<file path="src/rtl/gelu_exp_pkg.sv">
// gelu_exp_pkg: shared fixed-point constants and segment LUTs for the GELU exponent datapath
package gelu_exp_pkg;
    localparam int Q         = 26;
    localparam int W         = 32;
    localparam int INT_WIDTH = 5;

    localparam logic signed [W-1:0] LOG2E = 32'h05C551D9;
    localparam logic signed [W-1:0] T_MAX = 32'h13FFFFFF;
    localparam logic signed [W-1:0] T_MIN = 32'hC0000000;

    typedef logic [2:0] seg_t;

    localparam logic [W-1:0] K_LUT [8] = '{
        32'h02E57078, 32'h03288B9B, 32'h0371B996, 32'h03C18722,
        32'h04188DB7, 32'h047774AE, 32'h04DEF287, 32'h054FCE46
    };

    localparam logic [W-1:0] B_LUT [8] = '{
        32'h04000000, 32'h03F79C9B, 32'h03E5511D, 32'h03C76408,
        32'h039BE0BD, 32'h03609063, 32'h0312F200, 32'h02B031B9
    };
endpackage

</file>
<file path="src/rtl/exp_range_reduce_if.sv">
// exp_range_reduce_if: operand input and EU-facing output handshake bundle
interface exp_range_reduce_if;
    import gelu_exp_pkg::*;
    logic                 valid_in;
    logic                 ready_in;
    logic [W-1:0]         x_in;
    logic                 valid_out;
    logic                 ready_out;
    logic [INT_WIDTH-1:0] integer_part;
    logic [Q-1:0]         frac_part;
    logic [W-1:0]         k_coeff;
    logic [W-1:0]         b_intercept;
    logic                 sat_out;

    modport slave (
        input  valid_in, x_in, ready_out,
        output ready_in, valid_out, integer_part, frac_part, k_coeff, b_intercept, sat_out
    );

    modport master (
        output valid_in, x_in, ready_out,
        input  ready_in, valid_out, integer_part, frac_part, k_coeff, b_intercept, sat_out
    );
endinterface

</file>
<file path="src/rtl/exp_seg_lut.sv">
// exp_seg_lut: combinational fraction segment to {slope, intercept} lookup
module exp_seg_lut
    import gelu_exp_pkg::*;
(
    input  seg_t         seg,
    output logic [W-1:0] k,
    output logic [W-1:0] b
);
    assign k = K_LUT[seg];
    assign b = B_LUT[seg];
endmodule

</file>
<file path="src/rtl/exp_range_reduce.sv">
// exp_range_reduce: scale/clamp/split operand into EU integer, fraction and segment coefficients
// Define EXP_RANGE_LOG2E_EN to scale by log2(e) (e^x inputs); otherwise t = x_in (2^x inputs).
module exp_range_reduce
    import gelu_exp_pkg::*;
(
    input  logic              clk,
    input  logic              rst,
    exp_range_reduce_if.slave io
);
    localparam logic signed [63:0] T_MAX_X = 64'(T_MAX);
    localparam logic signed [63:0] T_MIN_X = 64'(T_MIN);
    localparam int TW = Q + INT_WIDTH;

    logic                 en;
    logic signed [63:0]   x_ext;
    logic signed [63:0]   t_full;
    logic                 sat_hi;
    logic                 sat_lo;
    logic [TW-1:0]        t_clamp;
    logic [W-1:0]         lut_k;
    logic [W-1:0]         lut_b;

    logic                 s1_valid_d, s1_valid_q;
    logic [TW-1:0]        s1_t_d, s1_t_q;
    logic                 s1_sat_d, s1_sat_q;
    logic                 s2_valid_d, s2_valid_q;
    logic [INT_WIDTH-1:0] s2_int_d, s2_int_q;
    logic [Q-1:0]         s2_frac_d, s2_frac_q;
    logic [W-1:0]         s2_k_d, s2_k_q;
    logic [W-1:0]         s2_b_d, s2_b_q;
    logic                 s2_sat_d, s2_sat_q;

    assign en          = !(s2_valid_q && !io.ready_out);
    assign io.ready_in = en;

    // Scale (optional), then clamp on the full-width value so large products cannot wrap into range
    always_comb begin
        x_ext   = {{32{io.x_in[W-1]}}, io.x_in};
`ifdef EXP_RANGE_LOG2E_EN
        t_full  = (x_ext * 64'(LOG2E)) >>> Q;
`else
        t_full  = x_ext;
`endif
        sat_hi  = t_full > T_MAX_X;
        sat_lo  = t_full < T_MIN_X;
        t_clamp = sat_hi ? T_MAX[TW-1:0] : sat_lo ? T_MIN[TW-1:0] : t_full[TW-1:0];
    end

    exp_seg_lut u_lut (
        .seg (s1_t_q[Q-1:Q-3]),
        .k   (lut_k),
        .b   (lut_b)
    );

    // Both stages advance together; data registers load only with a valid item so outputs stay meaningful
    always_comb begin
        s1_valid_d = s1_valid_q;
        s1_t_d     = s1_t_q;
        s1_sat_d   = s1_sat_q;
        s2_valid_d = s2_valid_q;
        s2_int_d   = s2_int_q;
        s2_frac_d  = s2_frac_q;
        s2_k_d     = s2_k_q;
        s2_b_d     = s2_b_q;
        s2_sat_d   = s2_sat_q;
        if (en) begin
            s1_valid_d = io.valid_in;
            s1_t_d     = io.valid_in ? t_clamp : s1_t_q;
            s1_sat_d   = io.valid_in ? (sat_hi || sat_lo) : s1_sat_q;
            s2_valid_d = s1_valid_q;
            s2_int_d   = s1_valid_q ? s1_t_q[TW-1:Q] : s2_int_q;
            s2_frac_d  = s1_valid_q ? s1_t_q[Q-1:0] : s2_frac_q;
            s2_k_d     = s1_valid_q ? lut_k : s2_k_q;
            s2_b_d     = s1_valid_q ? lut_b : s2_b_q;
            s2_sat_d   = s1_valid_q ? s1_sat_q : s2_sat_q;
        end
    end

    // Pipeline registers with synchronous reset discarding in-flight items
    always_ff @(posedge clk) begin
        if (rst) begin
            s1_valid_q <= 1'b0;
            s1_t_q     <= '0;
            s1_sat_q   <= 1'b0;
            s2_valid_q <= 1'b0;
            s2_int_q   <= '0;
            s2_frac_q  <= '0;
            s2_k_q     <= '0;
            s2_b_q     <= '0;
            s2_sat_q   <= 1'b0;
        end else begin
            s1_valid_q <= s1_valid_d;
            s1_t_q     <= s1_t_d;
            s1_sat_q   <= s1_sat_d;
            s2_valid_q <= s2_valid_d;
            s2_int_q   <= s2_int_d;
            s2_frac_q  <= s2_frac_d;
            s2_k_q     <= s2_k_d;
            s2_b_q     <= s2_b_d;
            s2_sat_q   <= s2_sat_d;
        end
    end

    assign io.valid_out    = s2_valid_q;
    assign io.integer_part = s2_int_q;
    assign io.frac_part    = s2_frac_q;
    assign io.k_coeff      = s2_k_q;
    assign io.b_intercept  = s2_b_q;
    assign io.sat_out      = s2_sat_q;
endmodule

</file>
<file path="src/flat_wrapper.sv">
// flat-port wrapper written by rule: the top's interface ports become plain ports
module exp_range_reduce_flat import gelu_exp_pkg::*;
  (clk, rst, io_valid_in, io_x_in, io_ready_out, io_ready_in, io_valid_out, io_integer_part, io_frac_part, io_k_coeff, io_b_intercept, io_sat_out);
  exp_range_reduce_if io_i ();
  input  logic clk;
  input  logic rst;
  input wire logic [$bits(io_i.valid_in)-1:0] io_valid_in;
  input wire logic [$bits(io_i.x_in)-1:0] io_x_in;
  input wire logic [$bits(io_i.ready_out)-1:0] io_ready_out;
  output wire logic [$bits(io_i.ready_in)-1:0] io_ready_in;
  output wire logic [$bits(io_i.valid_out)-1:0] io_valid_out;
  output wire logic [$bits(io_i.integer_part)-1:0] io_integer_part;
  output wire logic [$bits(io_i.frac_part)-1:0] io_frac_part;
  output wire logic [$bits(io_i.k_coeff)-1:0] io_k_coeff;
  output wire logic [$bits(io_i.b_intercept)-1:0] io_b_intercept;
  output wire logic [$bits(io_i.sat_out)-1:0] io_sat_out;
  assign io_i.valid_in = io_valid_in;
  assign io_i.x_in = io_x_in;
  assign io_i.ready_out = io_ready_out;
  assign io_ready_in = io_i.ready_in;
  assign io_valid_out = io_i.valid_out;
  assign io_integer_part = io_i.integer_part;
  assign io_frac_part = io_i.frac_part;
  assign io_k_coeff = io_i.k_coeff;
  assign io_b_intercept = io_i.b_intercept;
  assign io_sat_out = io_i.sat_out;
  exp_range_reduce u_core (.clk(clk), .rst(rst), .io(io_i));
endmodule
</file>
<file path="config.mk">
export PLATFORM = sky130hd
export DESIGN_NAME = exp_range_reduce_flat
export DESIGN_NICKNAME = d
export VERILOG_FILES = /design/src/rtl/gelu_exp_pkg.sv /design/src/rtl/exp_range_reduce_if.sv /design/src/rtl/exp_seg_lut.sv /design/src/rtl/exp_range_reduce.sv /design/src/flat_wrapper.sv
export SDC_FILE = /design/constraint.sdc
export NUM_CORES = 1
export LEC_CHECK = 0
export CORE_MARGIN = 3
export CORE_UTILIZATION = 50
export DETAILED_ROUTE_END_ITERATION = 10
export GPL_TIMING_DRIVEN = 0
export PLACE_DENSITY_LB_ADDON = 0.12
export SYNTH_ARGS = -nofsm -noshare
export SYNTH_HDL_FRONTEND = slang
export SYNTH_HIERARCHICAL = 1
export SYNTH_SLANG_ARGS = --single-unit
</file>
<file path="constraint.sdc">
create_clock -name clk -period 2 [get_ports clk]
set_input_delay 0.4 -clock clk [delete_from_list [all_inputs] [get_ports clk]]
set_output_delay 0.4 -clock clk [all_outputs]
set_load 0.005 [all_outputs]
</file>
Word-level counts from Yosys, hierarchy flattened
Memories as Yosys holds them, arrays and structs flattened. A register that Yosys moved wholly into a read port is not among the register bits.
Cells that the tools add are included.
Storage, ports and cells
  register bits: 66
  bits in read-only memories: 512
  input bits: 36
  output and inout bits: 98
  logic and storage cells: 21
  memories kept: 2
Memories
  (name not given): depth 8, bits a word 32, read ports 1, clocked after Yosys merged registers in 1, wr ports 0, RTL line exp_seg_lut.sv:10  | assign b = B_LUT[seg];
  (name not given): depth 8, bits a word 32, read ports 1, clocked after Yosys merged registers in 1, wr ports 0, RTL line exp_seg_lut.sv:9  | assign k = K_LUT[seg];
Operators by class
  order comparisons: 2
  multiplexer cells: 2
  bitwise logic cells: 2
  reduce and logical (&&, ||, !) cells: 6
Operators with widths (number)
  two-way mux 31 bit: 2
  > comparator 32 x 30 -> 1 bit (second input constant): 1
  < comparator 32 x 31 -> 1 bit (second input constant): 1
  inverter 3 -> 4 bit: 1
  AND reduction 2 bit: 2
  logical NOT 1 bit: 2
  logical AND 1 bit: 1
  logical OR 1 bit: 1
  inverter 1 bit: 1

Depth between registers and ports, before layout
Gate-level depths: netlist (run 1).
  depth after elaboration: 4
  gate-level depth with buffers: 7

Hierarchy
Netlist (run 1), hierarchy kept.
By module, submodules not included
  exp_range_reduce: times used 1, cells each 569, area each 5072.4 um^2
  exp_seg_lut: times used 1, cells each 94, area each 590.6 um^2

Least setup slack after synthesis (run 1)
Ideal clock, no wire load.
  path kind: register -> register
  start point: reg u_core.s1_t_q[24]
  end point: reg u_core.s2_k_q[8] (netlist: u_core/io.k_coeff[8])
  setup time: 0.070 ns
  arrival: 1.541 ns
  required time: 1.930 ns
  slack: 0.389 ns
  cell stages (with the launch flop): 8
  clock period less this slack: 1.611 ns
  cells stage by stage: dfxtp_1 -> inv_1 -> ha_1 -> nor2b_2 -> a21oi_1 -> buf_4 -> nand3_1 -> a21oi_1
Between the ends
  longest elaborated chain between the ends: 1
RTL lines
  start: declaration: RTL line exp_range_reduce.sv:24  | logic [TW-1:0] s1_t_d, s1_t_q;
  start signal: assignment: RTL line exp_range_reduce.sv:93  | s1_t_q <= s1_t_d;
  inverter 3 -> 4 bit (not written as such): RTL line exp_seg_lut.sv:9
  end: declaration: RTL line exp_range_reduce.sv:29  | logic [W-1:0] s2_k_d, s2_k_q;
No other way between the ends.
A chain may end at the register's enable or synchronous reset.

Worst setup path after layout (run 1)
  start point: reg u_core.s1_t_q[23]
  end point: reg u_core.s2_b_q[23] (netlist: u_core/io.b_intercept[23])
Between the ends
  longest elaborated chain between the ends: 1
RTL lines
  inverter 3 -> 4 bit (not written as such): RTL line exp_seg_lut.sv:10
  end: declaration: RTL line exp_range_reduce.sv:30  | logic [W-1:0] s2_b_d, s2_b_q;
No other way between the ends.

==> run metrics, run 1 <==
Cells after Synth=about 660; maximum vdd ir drop=about 0.63 mV; initial DRC count=355; CTS tree=done; Hold Path End=u_core/s1_valid_q; largest net degree at the start of global routing=17; first-pass GRT wire length=roughly 27 mm; DR DRC count=0; Post-synth EDFFs=0; crit path DAT=2.25 ns; Clk Latency, worst-skew pair=0.41 ns; clock-pin transition on the worst setup and hold timing paths=0.05 ns; status=complete, no violations; Hold Fails Final Rpt=0; Synthesis Warnings=6; Die Y=112 um; die area=12600 um^2; Root Driver=clkbuf_16; Worst Path Required=2.34 ns; most common cell in the synthesized netlist=dfxtp_1; Synth area leader=dfxtp_1; htree depth=4; CP startpoint=u_core/s1_t_q[23]; Worst Skew=0.00409 ns; PD cells=897 nW/um^2; antenna violations before repair=0; Syn Area/Cell=roughly 8.5 um^2; hold path startpoint=io_valid_in; Synth top cells by count=dfxtp_1, a21oi_1, nand3_1, o21ai_0, clkbuf_1; clk buf depth=2; Die W=around 110 um; max-slew violation count=0; CTS Sinks=130; core outline area=10900 um^2; GR Overflow Total=0; Post-synth top flop=dfxtp_1; Tmin final=1.91 ns; RD Place Congestion=around 0.84; Post-Syn Area=5660 um^2; 1st-pass router iterations=5; Static Leak=approximately 2.8 nW; max frequency=between 500 and 600 MHz; Crit. End Element=flip-flop; Reg2Reg Depth=7; endpoints failing setup=0; ys async rst share=0; worst reg2reg endpoint=u_core/io.b_intercept[23]; path type of the worst setup path=flip-flop to flip-flop; I/O Buffers=132; layout cells sized above 1=0.123; Ports=134; synth top area cells=dfxtp_1, a21oi_1, nand3_1; Synth top area share=0.460; Total GRT Usage=0.265; startpoint types=flip-flop; Tcrit/Tclk final=0.955; area of placed instances=a little over 7000 um^2; Core Util, Final=0.720; wire length per cell=between 15 and 20 um; Rows=38; TritonCTS Buffers=17; synthesized flop and latch total=130; Tightest Hold Check Type=primary input to flip-flop; Nets=871; final instance area=7870 um^2; via-per-instance ratio=5.63; max_cap viols=0; Detailed Place HPWL=11.7 mm; CP Max Fanout=13; Routed Antenna Nets=0; RSZ-0062 raised after global routing=false; # diodes=0; synthesis-to-layout area growth=39.0%; Max-slew headroom=0.661; worst r2r src=u_core/s1_t_q[23]; hold depth=3; vias in the first global route=5368; initial core utilization=0.518; Synth cell types=39; Post-Route WL=16.7 mm; actual slew at the worst max-slew pin=0.508 ns; sequential-to-total area share from yosys stat=0.460; reg-to-reg slack, setup=0.09 ns; via count=roughly 5500
-- cell type report --
| cell class | count | area [um^2] |
|---|---|---|
| Clock buffer | 22 | 474 |
| Timing Repair Buffer | 136 | 1350 |
| Inverter | 11 | 55.1 |
| Buffer | 91 | 556 |
| Clock inverter | 10 | 155 |
| Fill cell | 877 | 3070 |
| Sequential cell | 130 | 2610 |
| Tap cell | 140 | 175 |
| Multi-Input combinational cell | 439 | 2500 |
-- flip-flops by register name (all words and copies together) (netlist names) --
name,cells
u_core/s1_t_q,31
u_core/io.integer_part,5
u_core/s1_sat_q,1
u_core/io.b_intercept,32
u_core/io.valid_out,1
u_core/io.frac_part,26
u_core/s1_valid_q,1
u_core/io.k_coeff,32
u_core/io.sat_out,1
-- per-layer routing --
layer	track usage	up-vias	share of wire
met1	0.318	2637	0.41
met5	0	-	0
li1	-	2681	-
met2	0.468	169	0.51
met3	0.0609	23	0.054
met4	0.0849	0	0.019
-- cells in the final DEF, fill, tap and decap left out, types with 3 or more instances in the layout --
cell type | netlist | final
clkdlybuf4s50_1 | 0 | 131
dfxtp_1 | 130 | 128
a21oi_1 | 111 | 111
nand3_1 | 98 | 98
o21ai_0 | 96 | 96
clkbuf_1 | 31 | 33
buf_4 | 22 | 26
a211oi_1 | 26 | 26
o2bb2ai_1 | 26 | 26
buf_2 | 21 | 20
clkbuf_16 | 0 | 17
nor2_1 | 13 | 13
buf_6 | 13 | 12
o21ai_1 | 11 | 11
nand2_1 | 11 | 11
conb_1 | 1 | 10
ha_1 | 9 | 9
inv_1 | 7 | 7
clkinv_2 | 1 | 5
buf_1 | 5 | 5
bufinv_16 | 0 | 4
nand2b_1 | 4 | 4
clkbuf_8 | 0 | 3
a21boi_1 | 3 | 3
-- logic make-up after synthesis --
kind of cell             count (synthesis)  synth area share
XOR/XNOR                                 1           0.00155
AND/OR/NAND/NOR                        138             0.126
other                                    1          0.000662
buffers and inverters                  103             0.105
flip-flops                             130             0.460
AO/OA/AOI/OAI                          281             0.287
adder cells (fa/ha/maj)                  9            0.0199
-- power by group --
part / internal [W] / total [W] / switching [W]
sequential: 0.00273 / 0.00282 / 0.0000863
clock: 0.00218 / 0.00327 / 0.00109
combinational: 0.000468 / 0.000974 / 0.000506
total: 0.00537 / 0.00706 / 0.00169
-- critical path, stage by stage, from the launching register on --
cell and delay, ns:
dfxtp_2 0.50, inv_2 0.15, ha_1 0.33, nor2b_2 0.23, a21oi_1 0.25, buf_4 0.16
nand3_1 0.07, a21oi_1 0.13
-- worst max path at each step --
stage	endpoint	slack, ns	cells past startpoint
6_report	u_core/io.b_intercept[23]	0.09	7
5_1_grt	u_core/io.b_intercept[23]	0.00008	7
4_1_cts	io_ready_in	0.01	4
3_5_place_dp	io_ready_in	-0.41	6
3_3_place_gp	io_ready_in	-0.39	6
2_1_floorplan	u_core/io.k_coeff[8]	0.39	7
-- what timing repair did --
| item | 4_1_cts | 5_1_grt |
|---|---|---|
| hold buffers | 0 | 0 |
| resized for setup | 7 | 2 |
| hold endpoints to repair | 0 | 0 |
| setup endpoints to repair | 15 | 7 |
| buffers inserted | 1 | 3 |
| pin swaps | 0 | 0 |
-- metrics by stage --
stage / power (W) / setup slack [ns] / TNS [ns] / hold WS, ns / instances
after floorplan: 0.00340 / 0.389 / 0 / 0.432 / 672
after global placement: 0.00380 / -0.386 / -1.41 / 0.447 / 944
after detailed placement: 0.00382 / -0.414 / -1.22 / 0.447 / 944
after CTS: 0.00708 / 0.0126 / 0 / 0.298 / 976
after global routing: 0.00733 / 0.0000839 / 0 / 0.326 / 979
final: 0.00706 / 0.0907 / 0 / 0.318 / 979
Note: power is estimated with default switching activity, not from simulation.
==> inputs of run 2 (changes only) <==
- clock period: 2 -> 1.95 ns (I/O delays scaled with it)
==> run metrics, run 2 (same netlist as run 1, synthesis figures left out) <==
status=complete, no violations; Clk Latency, worst-skew pair=0.41 ns; die area=~13000 um^2; Die W=~110 um; Ports=134; synthesis-to-layout area growth=38.6%; max frequency=550 MHz; Post-Route WL=between 15 and 20 mm; # diodes=0; GR Overflow Total=0; placed insts=between 900 and 1000; endpoints failing setup=0; Crit. End Element=flip-flop; htree depth=4; fin worst setup slack=between 0.1 and 0.15 ns; Nets=approximately 870; initial DRC count=389; TritonCTS Buffers=17; layout cells sized above 1=0.120; CP startpoint=u_core/s1_t_q[24]; Tightest Hold Check Type=primary input to flip-flop; area of placed instances=approximately 7200 um^2; max_cap viols=0; Total GRT Usage=0.265; Layout Cells excl Fill=976; Reg2Reg Depth=7; via-per-instance ratio=roughly 5.7; CTS Sinks=130; via count=5523; path type of the worst setup path=flip-flop to flip-flop; Core Util, Final=0.718; worst reg2reg endpoint=u_core/io.b_intercept[23]; Root Driver=clkbuf_16; Static Leak=between 2 and 3 nW; CTS tree=done; CP endpoint=u_core/io.b_intercept[23]; max-slew violation count=0; most frequent cells in the layout=clkdlybuf4s50_1, dfxtp_1, a21oi_1; vias in the first global route=5368; final instance area=7850 um^2; Placement Setup Slack=-0.444 ns; RSZ-0062 raised after global routing=false; Tmin final=1.82 ns; Worst Skew=0.00446 ns; clk buf depth=2; I/O Buffers=about 130; maximum vdd ir drop=0.649 mV; wire length per cell=approximately 17 um; first-pass GRT wire length=27.1 mm; CP Max Fanout=13; Die Y=112 um; commonest non-fill, non-tap cell in the layout=clkdlybuf4s50_1; worst r2r src=u_core/s1_t_q[24]; crit path DAT=2.16 ns; PD cells=922 nW/um^2; initial core utilization=0.518; Detailed Place HPWL=11.7 mm; clock-pin transition on the worst setup and hold timing paths=0.06 ns; antenna violations before repair=0; Rows=38; DR DRC count=0; core outline area=10900 um^2; 1st-pass router iterations=5; PnR Total Power=0.00724 W; startpoint types=flip-flop; RD Place Congestion=0.844; largest net degree at the start of global routing=17; Hold Fails Final Rpt=0; Routed Antenna Nets=0; reg-to-reg slack, setup=between 0.1 and 0.15 ns; Tcrit/Tclk final=0.932; number of hold buffers added after CTS=0; Worst Path Required=2.29 ns
run 2: changes by cell type in the layout (fill, tap and decap cells not counted), sizes merged:
cell,change
buf,-3
dlygate4sd2,+1
clkdlybuf4s50,-1
run 2: cell type report:
| type | count | area, um^2 |
|---|---|---|
| Sequential cell | 130 | 2610 |
| Tap cell | 140 | 175 |
| Timing Repair Buffer | 133 | 1330 |
| Fill cell | 878 | 3090 |
| Buffer | 91 | 556 |
| Clock buffer | 22 | 474 |
| Multi-Input combinational cell | 439 | 2500 |
| Inverter | 11 | 55.1 |
| Clock inverter | 10 | 155 |
run 2: repair_timing:
item,CTS,global route
buffers inserted,1,0
setup endpoints to repair,19,7
resized for setup,9,2
endpoints found under the hold margin,0,0
run 2: worst max-delay path: stages (launching register included):
cell and delay, ns:
dfxtp_4 0.44, inv_1 0.15, ha_1 0.31, nor2b_2 0.23
a21oi_1 0.25, buf_4 0.16, nand3_1 0.07, a21oi_1 0.13
run 2: worst min-delay path by stage:
stage,start,end,slack (ns),cells after the start
3_5_place_dp,u_core/s1_t_q[21],u_core/s1_t_q[21],0.45,1
6_report,io_valid_in,u_core/s1_valid_q,0.31,3
4_1_cts,io_valid_in,u_core/s1_valid_q,0.29,3
2_1_floorplan,u_core/s1_t_q[0],u_core/s1_t_q[0],0.43,1
3_3_place_gp,u_core/s1_t_q[21],u_core/s1_t_q[21],0.45,1
5_1_grt,io_valid_in,u_core/s1_valid_q,0.32,3
run 2: report_power, final:
| part | switching (W) | total [W] | leakage, nW | internal, W |
|---|---|---|---|---|
| combinational | 0.000518 | 0.000995 | 1.46 | 0.000477 |
| sequential | 0.0000888 | 0.00289 | 1.06 | 0.00280 |
| clock | 0.00112 | 0.00335 | 0.306 | 0.00223 |
run 2: per-layer routing:
| metal | GRT usage | up-vias | wire length [um] |
|---|---|---|---|
| li1 | - | 2674 | - |
| met4 | 0.0849 | 0 | 344 |
| met5 | 0 | - | 0 |
| met1 | 0.318 | 2648 | 6880 |
| met3 | 0.0609 | 23 | 877 |
| met2 | 0.468 | 178 | 8540 |
run 2: stage by stage:
| stage | TNS, ns | hold slack [ns] |
|---|---|---|
| after floorplan | 0 | 0.432 |
| after global placement | -2.26 | 0.447 |
| after detailed placement | -2.14 | 0.447 |
| after CTS | 0 | 0.288 |
| after global routing | 0 | 0.317 |
| final | 0 | 0.307 |
==> inputs of run 3 (changes only) <==
- PLACE_DENSITY: unset -> 0.9
- PLACE_DENSITY_LB_ADDON: 0.12 -> unset
==> run metrics, run 3 (same netlist as run 1, synthesis figures left out) <==
Root Driver=clkbuf_16; Detailed Place HPWL=11.2 mm; Routed Antenna Nets=0; GR Overflow Total=0; Static Leak=2.82 nW; Worst Skew=roughly 0.0077 ns; reg-to-reg slack, setup=0.15 ns; initial DRC count=between 500 and 600; Crit. End Element=output port; CP startpoint=u_core/io.valid_out; 1st-pass router iterations=5; PnR Total Power=approximately 0.0072 W; met2 Track Usage GR=0.428; busiest grt layer=met2; die area=12600 um^2; max frequency=527 MHz; Die W=112 um; CTS tree=done; vias in the first global route=about 5400; endpoints failing setup=0; number of hold buffers added after CTS=0; synthesis-to-layout area growth=38.4%; Hold Fails Final Rpt=0; Nets=870; Tmin final=roughly 1.9 ns; via count=5628; Clk Latency, worst-skew pair=approximately 0.41 ns; path type of the worst setup path=flip-flop to output port; Worst Path Required=1.56 ns; worst r2r src=u_core/s1_t_q[24]; I/O Buffers=approximately 130; M3 GR Usage=0.0798; FILL cells=just over 800; worst reg2reg endpoint=u_core/io.k_coeff[11]; Critical-path top delay cell=clkdlybuf4s50_1; max-slew violation count=0; Post-Route WL=roughly 17 mm; maximum vdd ir drop=0.526 mV; TritonCTS Buffers=17; core outline area=10900 um^2; Die Y=112 um; RD Place Congestion=0.914; commonest non-fill, non-tap cell in the layout=clkdlybuf4s50_1; crit path DAT=1.51 ns; setup tns final=0 ns; largest net degree at the start of global routing=17; Tightest Hold Check Type=primary input to flip-flop; PD cells=913 nW/um^2; layout cells sized above 1=0.124; wire length per cell=approximately 17 um; CP max stage delay=0.48 ns; first-pass GRT wire length=26.5 mm; Ports=134; htree depth=4; antenna violations before repair=0; CP Cell Sequence=nor2b_4 -> buf_12 -> inv_8 -> clkdlybuf4s50_1; via-per-instance ratio=5.75; met1 Use GR=0.320; initial core utilization=0.518; CTS Sinks=130; hold slack=0.293 ns; # diodes=0; clk buf depth=2; DR DRC count=0; CP Max Fanout=3; CP endpoint=io_ready_in; Max-slew headroom=0.648; actual slew at the worst max-slew pin=0.520 ns; Tcrit/Tclk final=0.973; Total GRT Usage=0.258; max_cap viols=0; most frequent cells in the layout=clkdlybuf4s50_1, dfxtp_1, a21oi_1; startpoint types=flip-flop; clock-pin transition on the worst setup and hold timing paths=~0.060 ns; RSZ-0062 raised after global routing=false; hold path startpoint=io_valid_in; status=complete, no violations; Rows=38; Reg2Reg Depth=6
run 3: layout make-up:
class                   instances  area [um^2]  area share
flip-flops and latches        130         2610       0.333
multi-input cells             439         2500       0.319
repair buffers                135         1340       0.171
plain buffers                  91          556      0.0709
clock buffers                  18          429      0.0547
clock inverters                14          179      0.0228
well taps                     140          175      0.0223
inverters                      11         50.0     0.00638
run 3: what timing repair did:
| action | CTS | global route |
|---|---|---|
| buffers inserted | 1 | 2 |
| hold endpoints to repair | 0 | 0 |
| setup endpoints to repair | 7 | 3 |
| resized for setup | 8 | 2 |
run 3: metal layers:
metal	up-vias	routed length [um]
li1	2690	-
met1	2672	6840
met2	238	8080
met3	28	1320
met4	0	299
met5	-	0
run 3: worst min-delay path by stage:
stage / cells past startpoint / end / slack [ns]
after floorplan: 1 / u_core/s1_t_q[0] / 0.43
after global placement: 1 / u_core/s1_t_q[21] / 0.45
after detailed placement: 1 / u_core/s1_t_q[2] / 0.45
after CTS: 3 / u_core/s1_valid_q / 0.28
after global routing: 3 / u_core/s1_valid_q / 0.28
final: 3 / u_core/s1_valid_q / 0.29
run 3: worst max-delay path: cells and delay by family, from the launching register on:
family,cells,cell delay (ns)
buf+inv,3,0.65
flops,1,0.32
simple gates,1,0.13
run 3: where the power goes:
part	internal, W	switching, W
combinational	0.000479	0.000520
clock	0.00203	0.00124
sequential	0.00280	0.0000905
run 3: per-stage QoR:
step,utilization,worst slack (ns),area [um^2],cells
after floorplan,-,0.339,5700,672
after global placement,0.658,-0.407,7190,944
after detailed placement,0.658,-0.410,7190,944
after CTS,0.715,0.00607,7820,976
after global routing,0.717,0.00558,7840,978
final,0.717,0.0535,7840,978
